--- config.mk ---
export PLATFORM = sky130hd
export DESIGN_NAME = gpo_event_scheduler
export DESIGN_NICKNAME = d
export VERILOG_FILES = /design/src/rtl/gpo_event_scheduler.sv
export SDC_FILE = /design/constraint.sdc
export NUM_CORES = 2
export LEC_CHECK = 0
export CORE_MARGIN = 2
export CORE_UTILIZATION = 33
export DETAILED_ROUTE_END_ITERATION = 12
export GPL_TIMING_DRIVEN = 0
export REMOVE_ABC_BUFFERS = 1
export SLEW_MARGIN = 20
export SYNTH_ARGS = -nofsm -noshare
export SYNTH_HDL_FRONTEND = slang
export SYNTH_SLANG_ARGS = --single-unit
export TNS_END_PERCENT = 1
--- constraint.sdc ---
create_clock -name CLK100MHZ -period 17.35 [get_ports CLK100MHZ]
set_clock_uncertainty 0.05 [all_clocks]
set_input_delay 1.735 -clock CLK100MHZ [delete_from_list [all_inputs] [get_ports CLK100MHZ]]
set_output_delay 1.735 -clock CLK100MHZ [all_outputs]
set_load 0.05 [all_outputs]
--- src/rtl/gpo_event_scheduler.sv ---
`default_nettype none
// ============================================================================
// Module  : gpo_event_scheduler
// Brief   : Timed-event sequencer for one GPO core. Timestamped 128-bit words
//           are queued in a FIFO; the head entry is released as a one-cycle
//           counter_matched pulse (with gpo_data) once the global timestamp
//           reaches its scheduled time. Reports late and overflow events.
//           Optional macro GPO_SCHED_ERR_CNT_EN adds saturating counters for
//           the core's busy_error / overrided events.
// Revision: 1.0 - initial release
// ============================================================================
module gpo_event_scheduler #(
  parameter int FIFO_DEPTH = 16,
  parameter int TIME_WIDTH = 64
) (
  input  logic                          CLK100MHZ,
  input  logic                          reset,
  input  logic                          wr_en,
  input  logic [TIME_WIDTH-1:0]         wr_time,
  input  logic [127:0]                  wr_data,
  input  logic                          run,
  input  logic                          flush,
  input  logic                          clear_err,
  input  logic [TIME_WIDTH-1:0]         timestamp,
  input  logic                          gpo_busy,
  input  logic                          core_busy_error,
  input  logic                          core_overrided,
  output logic                          counter_matched,
  output logic [127:0]                  gpo_data,
  output logic                          full,
  output logic                          empty,
  output logic [$clog2(FIFO_DEPTH):0]   fifo_level,
  output logic                          late_error,
  output logic [TIME_WIDTH-1:0]         late_time,
  output logic                          overflow
`ifdef GPO_SCHED_ERR_CNT_EN
  ,
  output logic [15:0]                   busy_err_cnt,
  output logic [15:0]                   ovr_cnt
`endif
);

  localparam int              c_AW    = $clog2(FIFO_DEPTH);
  localparam logic [c_AW:0]   c_DEPTH = (c_AW+1)'(FIFO_DEPTH);

  typedef enum logic [1:0] {
    S_IDLE = 2'd0,
    S_LOAD = 2'd1,
    S_WAIT = 2'd2,
    S_FIRE = 2'd3
  } state_t;

  // FIFO storage and bookkeeping
  logic [TIME_WIDTH-1:0] r_mem_time [FIFO_DEPTH];
  logic [127:0]          r_mem_data [FIFO_DEPTH];
  logic [c_AW-1:0]       r_wr_ptr;
  logic [c_AW-1:0]       r_rd_ptr;
  logic [c_AW:0]         r_count;

  // Sequencer state and the loaded head entry
  state_t                r_state;
  logic [TIME_WIDTH-1:0] r_head_time;
  logic [127:0]          r_head_data;

  logic w_fifo_empty;
  logic w_push;
  logic w_pop;
  logic w_go;
  logic w_fire;
  logic w_late;
  logic w_ovf;

  assign w_fifo_empty = (r_count == '0);
  assign full         = (r_count == c_DEPTH);
  assign fifo_level   = r_count;
  // The head register counts as content only while it waits for its time.
  assign empty        = w_fifo_empty & (r_state != S_WAIT);

  // flush blocks both ends of the FIFO in its cycle.
  assign w_push = wr_en & ~full & ~flush;
  // The next entry is fetched in LOAD, or directly in FIRE so that
  // back-to-back due entries go out every second cycle.
  assign w_pop  = ~flush & ((r_state == S_LOAD) |
                            ((r_state == S_FIRE) & ~w_fifo_empty));

  assign w_go   = run & ~gpo_busy & (timestamp >= r_head_time);
  assign w_fire = ~flush & (r_state == S_WAIT) & w_go;
  assign w_late = w_fire & (timestamp > r_head_time);
  // A write against a full FIFO is an overflow even if it coincides with flush.
  assign w_ovf  = wr_en & full;

  // FIFO storage write port (no reset, plain RAM)
  always_ff @(posedge CLK100MHZ) begin
    if (w_push) begin
      r_mem_time[r_wr_ptr] <= wr_time;
      r_mem_data[r_wr_ptr] <= wr_data;
    end
  end

  // FIFO pointers and occupancy; flush empties the queue
  always_ff @(posedge CLK100MHZ) begin
    if (reset || flush) begin
      r_wr_ptr <= '0;
      r_rd_ptr <= '0;
      r_count  <= '0;
    end else begin
      if (w_push) begin
        r_wr_ptr <= r_wr_ptr + c_AW'(1);
      end
      if (w_pop) begin
        r_rd_ptr <= r_rd_ptr + c_AW'(1);
      end
      case ({w_push, w_pop})
        2'b10:   r_count <= r_count + (c_AW+1)'(1);
        2'b01:   r_count <= r_count - (c_AW+1)'(1);
        default: r_count <= r_count;
      endcase
    end
  end

  // Dispatch sequencer with registered pulse and data outputs
  always_ff @(posedge CLK100MHZ) begin
    if (reset) begin
      r_state         <= S_IDLE;
      r_head_time     <= '0;
      r_head_data     <= '0;
      counter_matched <= 1'b0;
      gpo_data        <= '0;
    end else if (flush) begin
      r_state         <= S_IDLE;
      counter_matched <= 1'b0;
    end else begin
      counter_matched <= 1'b0;
      if (w_pop) begin
        r_head_time <= r_mem_time[r_rd_ptr];
        r_head_data <= r_mem_data[r_rd_ptr];
      end
      case (r_state)
        S_IDLE: begin
          if (!w_fifo_empty) begin
            r_state <= S_LOAD;
          end
        end
        S_LOAD: begin
          r_state <= S_WAIT;
        end
        S_WAIT: begin
          if (w_go) begin
            counter_matched <= 1'b1;
            gpo_data        <= r_head_data;
            r_state         <= S_FIRE;
          end
        end
        S_FIRE: begin
          // When another entry is queued it was fetched this cycle.
          r_state <= w_fifo_empty ? S_IDLE : S_WAIT;
        end
        default: begin
          r_state <= S_IDLE;
        end
      endcase
    end
  end

  // Sticky late / overflow flags; a new event outranks clear_err
  always_ff @(posedge CLK100MHZ) begin
    if (reset) begin
      late_error <= 1'b0;
      late_time  <= '0;
      overflow   <= 1'b0;
    end else begin
      if (w_late) begin
        late_error <= 1'b1;
        late_time  <= timestamp;
      end else if (clear_err) begin
        late_error <= 1'b0;
        late_time  <= '0;
      end
      if (w_ovf) begin
        overflow <= 1'b1;
      end else if (clear_err) begin
        overflow <= 1'b0;
      end
    end
  end

`ifdef GPO_SCHED_ERR_CNT_EN
  // Saturating core error counters; an increment outranks clear_err
  always_ff @(posedge CLK100MHZ) begin
    if (reset) begin
      busy_err_cnt <= '0;
      ovr_cnt      <= '0;
    end else begin
      if (core_busy_error) begin
        if (clear_err) begin
          busy_err_cnt <= 16'd1;
        end else if (busy_err_cnt != 16'hFFFF) begin
          busy_err_cnt <= busy_err_cnt + 16'd1;
        end
      end else if (clear_err) begin
        busy_err_cnt <= '0;
      end
      if (core_overrided) begin
        if (clear_err) begin
          ovr_cnt <= 16'd1;
        end else if (ovr_cnt != 16'hFFFF) begin
          ovr_cnt <= ovr_cnt + 16'd1;
        end
      end else if (clear_err) begin
        ovr_cnt <= '0;
      end
    end
  end
`else
  // Core error inputs are not observed in this build.
  logic w_unused_core;
  assign w_unused_core = core_busy_error ^ core_overrided;
`endif

endmodule
`default_nettype wire

Word-level counts from Yosys, hierarchy flattened. Memory sizes are Yosys's and may differ from the RTL's. A register that Yosys moved wholly into a read port is not among the register bits. Index checks and enable logic that the tools add are counted.

Register bits after elaboration: 210. Latch bits: 0. RAM bits: 3072. Memory bits (read-only): 0. Input bits: 265. Memories: 2.

Add/sub/neg operators: 4. Multipliers: 0. Div/mod/pow operators: 0. Order comparisons: 2. Equality and inequality tests: 9. Shifts and indexed selects: 0. Multiplexer cells: 13. Bitwise operators: 17. Reduce and logical (&&, ||, !) cells: 11.

Memory list: r_mem_data (depth 16, width 128, rd ports 1, clocked after memory_dff 1, wr ports 1, line 55) `logic [127:0] r_mem_data [FIFO_DEPTH];`; r_mem_time (depth 16, width 64, rd ports 1, clocked after memory_dff 1, wr ports 1, line 54) `logic [TIME_WIDTH-1:0] r_mem_time [FIFO_DEPTH];`.

Operators with widths (number): 64-bit two-way mux (2); 64-bit >= comparator (1); 64-bit > comparator (1); 1-bit bitwise AND (11); 5-bit case mux with 2 select lines (1); 4-bit by 1-bit adder with 4-bit output, second input constant (2); 2-bit case mux with 4 select lines (1); 2-bit equality test, second input constant (3); 1-bit two-way mux (6); 2-bit two-way mux (3); 2-bit != test, second input constant (3); 2-bit nonzero test (3); 5-bit by 1-bit adder with 5-bit output, second input constant (1); 5-bit equality test, second input constant (1); 5-bit zero test (1); 1-bit NOT (5); 5-bit by 1-bit subtractor with 5-bit output, second input constant (1); 2-bit by 1-bit equality test with 1-bit output, second input constant (2); 2-bit AND reduction (2); 3-bit AND reduction (1); 3-bit OR reduction (1); 2-bit zero test (1); 2-bit OR reduction (1); 1-bit logical OR (1); 1-bit bitwise OR (1).

Depth between registers and ports, before layout.
Word-level depth: 7. Gate-level depth with buffers: 15.

Least setup slack after synthesis. OpenSTA, ideal clock, no wires.

Path type: in2reg. Start point: input port wr_en. End point: memory r_mem_data[3][0], enable pin. Setup time: 980 ps. Arrival time: 15201 ps. Required time: 16320 ps. Setup slack: 1119 ps. Stages: 4. Path buffers: 0. Cells stage by stage: nand2b_1 nor2_1 nand2_1 nor3_1.

Cells in the longest elaborated chain, start to end: 4.

Ends and longest elaborated chain: start, declared (line 18) `input logic wr_en,`; 1-bit bitwise AND (2 in a row) (line 80) `assign w_push = wr_en & ~full & ~flush;`; 1-bit two-way mux (line 94) `if (w_push) begin`; 1-bit two-way mux (not written as such) (line 96) `r_mem_data[r_wr_ptr] <= wr_data;`; end, declared (line 55).

No other way between the ends.

Final worst setup path.
Start point: input port timestamp[61]. End point: register gpo_data[26].

Cells in the longest elaborated chain, start to end: 3.

Ends and longest elaborated chain: start, declared (line 24) `input logic [TIME_WIDTH-1:0] timestamp,`; 64-bit >= comparator (line 86) `assign w_go = run & ~gpo_busy & (timestamp >= r_head_time);`; 1-bit bitwise AND (line 86); 3-bit AND reduction (no line); end signal, assigned (line 150) `gpo_data <= r_head_data;`; end, declared (line 29) `output logic [127:0] gpo_data,`.

No other way between the ends. A chain may end at the register's enable or synchronous reset.

==> metrics.md <==
| Metric | Value |
|---|---|
| Status | complete, no violations |
| CP most frequent cell | buf_16 |
| Drt pass-1 iters | 7 |
| Yosys reg bits | 3474 |
| Post-DRT Antenna Nets | 0 |
| Largest area contributor in the netlist | edfxtp_1 |
| Worst-Skew Late Latency | 0.97 ns |
| First DRT Iteration DRCs | 5576 |
| Fmax | 167.9 MHz |
| TritonCTS clock tree | yes |
| Min Clock Period, post-route | 5.955 ns |
| Crit path cell chain | clkdlybuf4s50_1 -> ha_1 -> a21o_1 -> a21o_1 -> a21oi_1 -> o311ai_2 -> a211oi_1 -> a31oi_4 -> buf_12 -> buf_16 -> buf_16 -> buf_16 -> buf_16 -> mux2i_1 |
| CTS max path bufs | 4 |
| Multi-input logic area | 0.03083 mm² |
| Ys Warns | 0 |
| Synth unique cells | 51 |
| Fraction of the mapped netlist area in simple logic gates | 3.499% |
| RSZ-0062 raised after global routing | no |
| Synthesized instance count | 6353 |
| IR drop worst, VDD | 0.08179 mV |
| Final WL | 352.2 mm |
| DR DRC count | 0 |
| Worst-path clk slew | 0.06 ns |
| Worst Path Required | 18.15 ns |
| CP Launch Type | primary input |
| Fin cells | 12920 |
| Dpl cells | 12200 |
| Fraction of layout cells with a size suffix above 1 | 26.93% |
| Leakage | 49.73 nW |
| Crit-path max FO | 15 |
| Final core utilization | 40.79% |
| Final #Nets | 7623 |
| Final hold violations | 0 |
| Dpl ws | 10.12 ns |
| Largest cells by area after synthesis | edfxtp_1 (69%), mux4_2 (16%), dfxtp_1 (6.1%) |
| Via/cell ratio | 5.082 |
| Main combinational cell family by area after synthesis | multiplexers |
| Root buf cell | clkbuf_16 |
| Die W | 638.6 µm |
| Fraction of synthesized cell area in xor and xnor cells | 0.06589% |
| CTS buffer count | 371 |
| # fillers | 34940 |
| CP Capture Type | flop |
| Cts hold-fix bufs | 0 |
| PwrDens | 108.1 mW/mm² |
| Seq/Total Area, Yosys | 75.46% |
| Mapped Area | 0.1329 mm² |
| Post-detail-place hpwl | 229.8 mm |
| Adder-cell share of the synthesized area | 0.7022% |
| Reg area | 0.1003 mm² |
| Critical path data arrival time | 6.75 ns |
| Sum Neg Setup Slack | 0 ns |
| Crit-path slowest cell | a211oi_1 |
| Pins Over Slew Limit | 0 |
| Area growth syn-to-layout | 23.36% |
| Tcrit/Tclk final | 34.32% |
| Via Count | 65640 |
| Gr ovfl total | 0 |
| Final Wtd Congestion | 0.7002 |
| Final Setup Violations | 0 |
| Final setup margin | 11.39 ns |
| Largest net degree at the start of global routing | 136 |
| Post-synthesis mux area share | 17.41% |
| Worst rel slew slack | 19.83% |
| Commonest cells in the synthesized netlist | edfxtp_1 (3072), mux4_2 (926), dfxtp_1 (402) |
| Boundary Pins | 467 |
| Max stage delay on crit path | 1.02 ns |
| Total Routing Usage GR | 16.98% |
| Number of global-route vias before repair | 68330 |
| Initial antenna violation count | 62 |
| Complex-gate fraction of the synthesized area | 1.416% |
| Post-synth EDFFs | 3072 |
| IO Port Bufs | 464 |
| Worst-margin pin slew | 1.195 ns |
| Drt wl/cell | 27.27 µm |
| Max-cap violations | 0 |
| Post-CTS sizing | 0 |
| Die footprint | 0.4079 mm² |
| WS Path Type | primary input to flop |
| Die Ht | 638.6 µm |
| Async SR Flop Fraction | 0% |
| Share of the synthesized area in the top cell type | 69.40% |
| First-pass GRT wire length | 501.6 mm |
| Initial Util | 33.06% |
| Clk sinks | 3474 |
| Power Total | 17.72 mW |
| Most common cell in the synthesized netlist | edfxtp_1 |
| Mean Syn Cell Area | 20.92 µm² |
| Cell Rows | 233 |
| Top FF cell, synth | edfxtp_1 |
| Core Region | 0.4020 mm² |
| H-tree depth | 5 |
| Worst hold path class | flop to flop |
| Postcts setup bufs | 0 |
[worst paths after layout]
path / from / end / slack (ns) / cells after the start
worst max-delay path: timestamp[61] / gpo_data[26] / 11.39 / 14
worst min-delay path: r_head_data[99] / r_head_data[99] / 0.40 / 2
worst max register to register: fifo_level[0] / r_mem_data[0][98] / 12.46 / 16
worst min register to register: r_head_data[99] / r_head_data[99] / 0.40 / 2
[critical path, delay by kind of cell]
kind / cells / cell delay (ns)
AO/OA/AOI/OAI: 6 / 2.66
buffers and inverters: 6 / 1.68
adder cells (fa/ha/maj): 1 / 0.42
multiplexers: 1 / 0.12
[final cells by class]
| type | count | area share (%) |
|---|---|---|
| Multi-Input combinational cell | 2438 | 18.81 |
| Clock inverter | 218 | 1.665 |
| Clock buffer | 475 | 6.073 |
| Timing Repair Buffer | 923 | 8.028 |
| Sequential cell | 3474 | 61.18 |
| Antenna cell | 25 | 0.03815 |
| Tap cell | 5287 | 4.034 |
| Inverter | 76 | 0.1786 |
[cell usage in the layout (no fill, tap or decap), types with 31 or more instances in the layout]
cell type and count:
ha_1 73, buf_12 114, edfxtp_1 3072, nor2_1 58
clkinv_2 48, buf_16 176, inv_1 75, clkdlybuf4s50_1 459
dfxtp_1 398, mux4_2 926, mux2i_1 228, clkinvlp_4 31
clkinv_1 49, clkbuf_1 79, nor2b_1 37, nand2_1 339
bufinv_16 49, clkbuf_16 374, nand2b_1 325, or3b_2 64
buf_4 137, a211oi_1 70, a21oi_1 220
[power by group]
group,total [mW],switching [mW],internal (mW)
clock network,8.21,3.39,4.82
logic,0.374,0.223,0.151
registers,9.13,0.00857,9.12
total,17.7,3.62,14.1
[registers in the layout, summed over array words and instances (netlist names)]
register and flops:
late_time 64, r_state 2, r_head_data 128, r_rd_ptr 4, r_mem_data 2048, counter_matched 1, late_error 1, r_mem_time 1024
fifo_level 5, r_wr_ptr 4, r_head_time 64, gpo_data 128, overflow 1
[through the flow]
step           area (µm²)  hold WS, ns
6_report           164000       0.4049
2_1_floorplan      131300       0.3803
3_5_place_dp       151200       0.3977
4_1_cts            163900       0.4062
5_1_grt            163900       0.4167
3_3_place_gp       142500       0.3963
[layer usage]
metal  share of wire (%)  vias to the layer above  wire length [µm]  global-route usage (%)
li1                    -                    27830                 -                       -
met1                  41                    35390            143200                   21.96
met2                  51                     1855            178900                   29.23
met3                 5.7                      537             19960                   3.026
met4                 2.8                       28             10020                   4.890
met5               0.046                        -               161                       0
[kinds of logic (layout without fill, tap and decap cells)]
| logic type | after synthesis | in the layout |
|---|---|---|
| XOR/XNOR | 10 | 10 |
| flip-flops | 3474 | 3474 |
| buffers and inverters | 441 | 1692 |
| other | 0 | 25 |
| AO/OA/AOI/OAI | 324 | 324 |
| AND/OR/NAND/NOR | 876 | 876 |
| multiplexers | 1154 | 1154 |
| adder cells (fa/ha/maj) | 74 | 74 |
(Power assumes the default switching activity.)
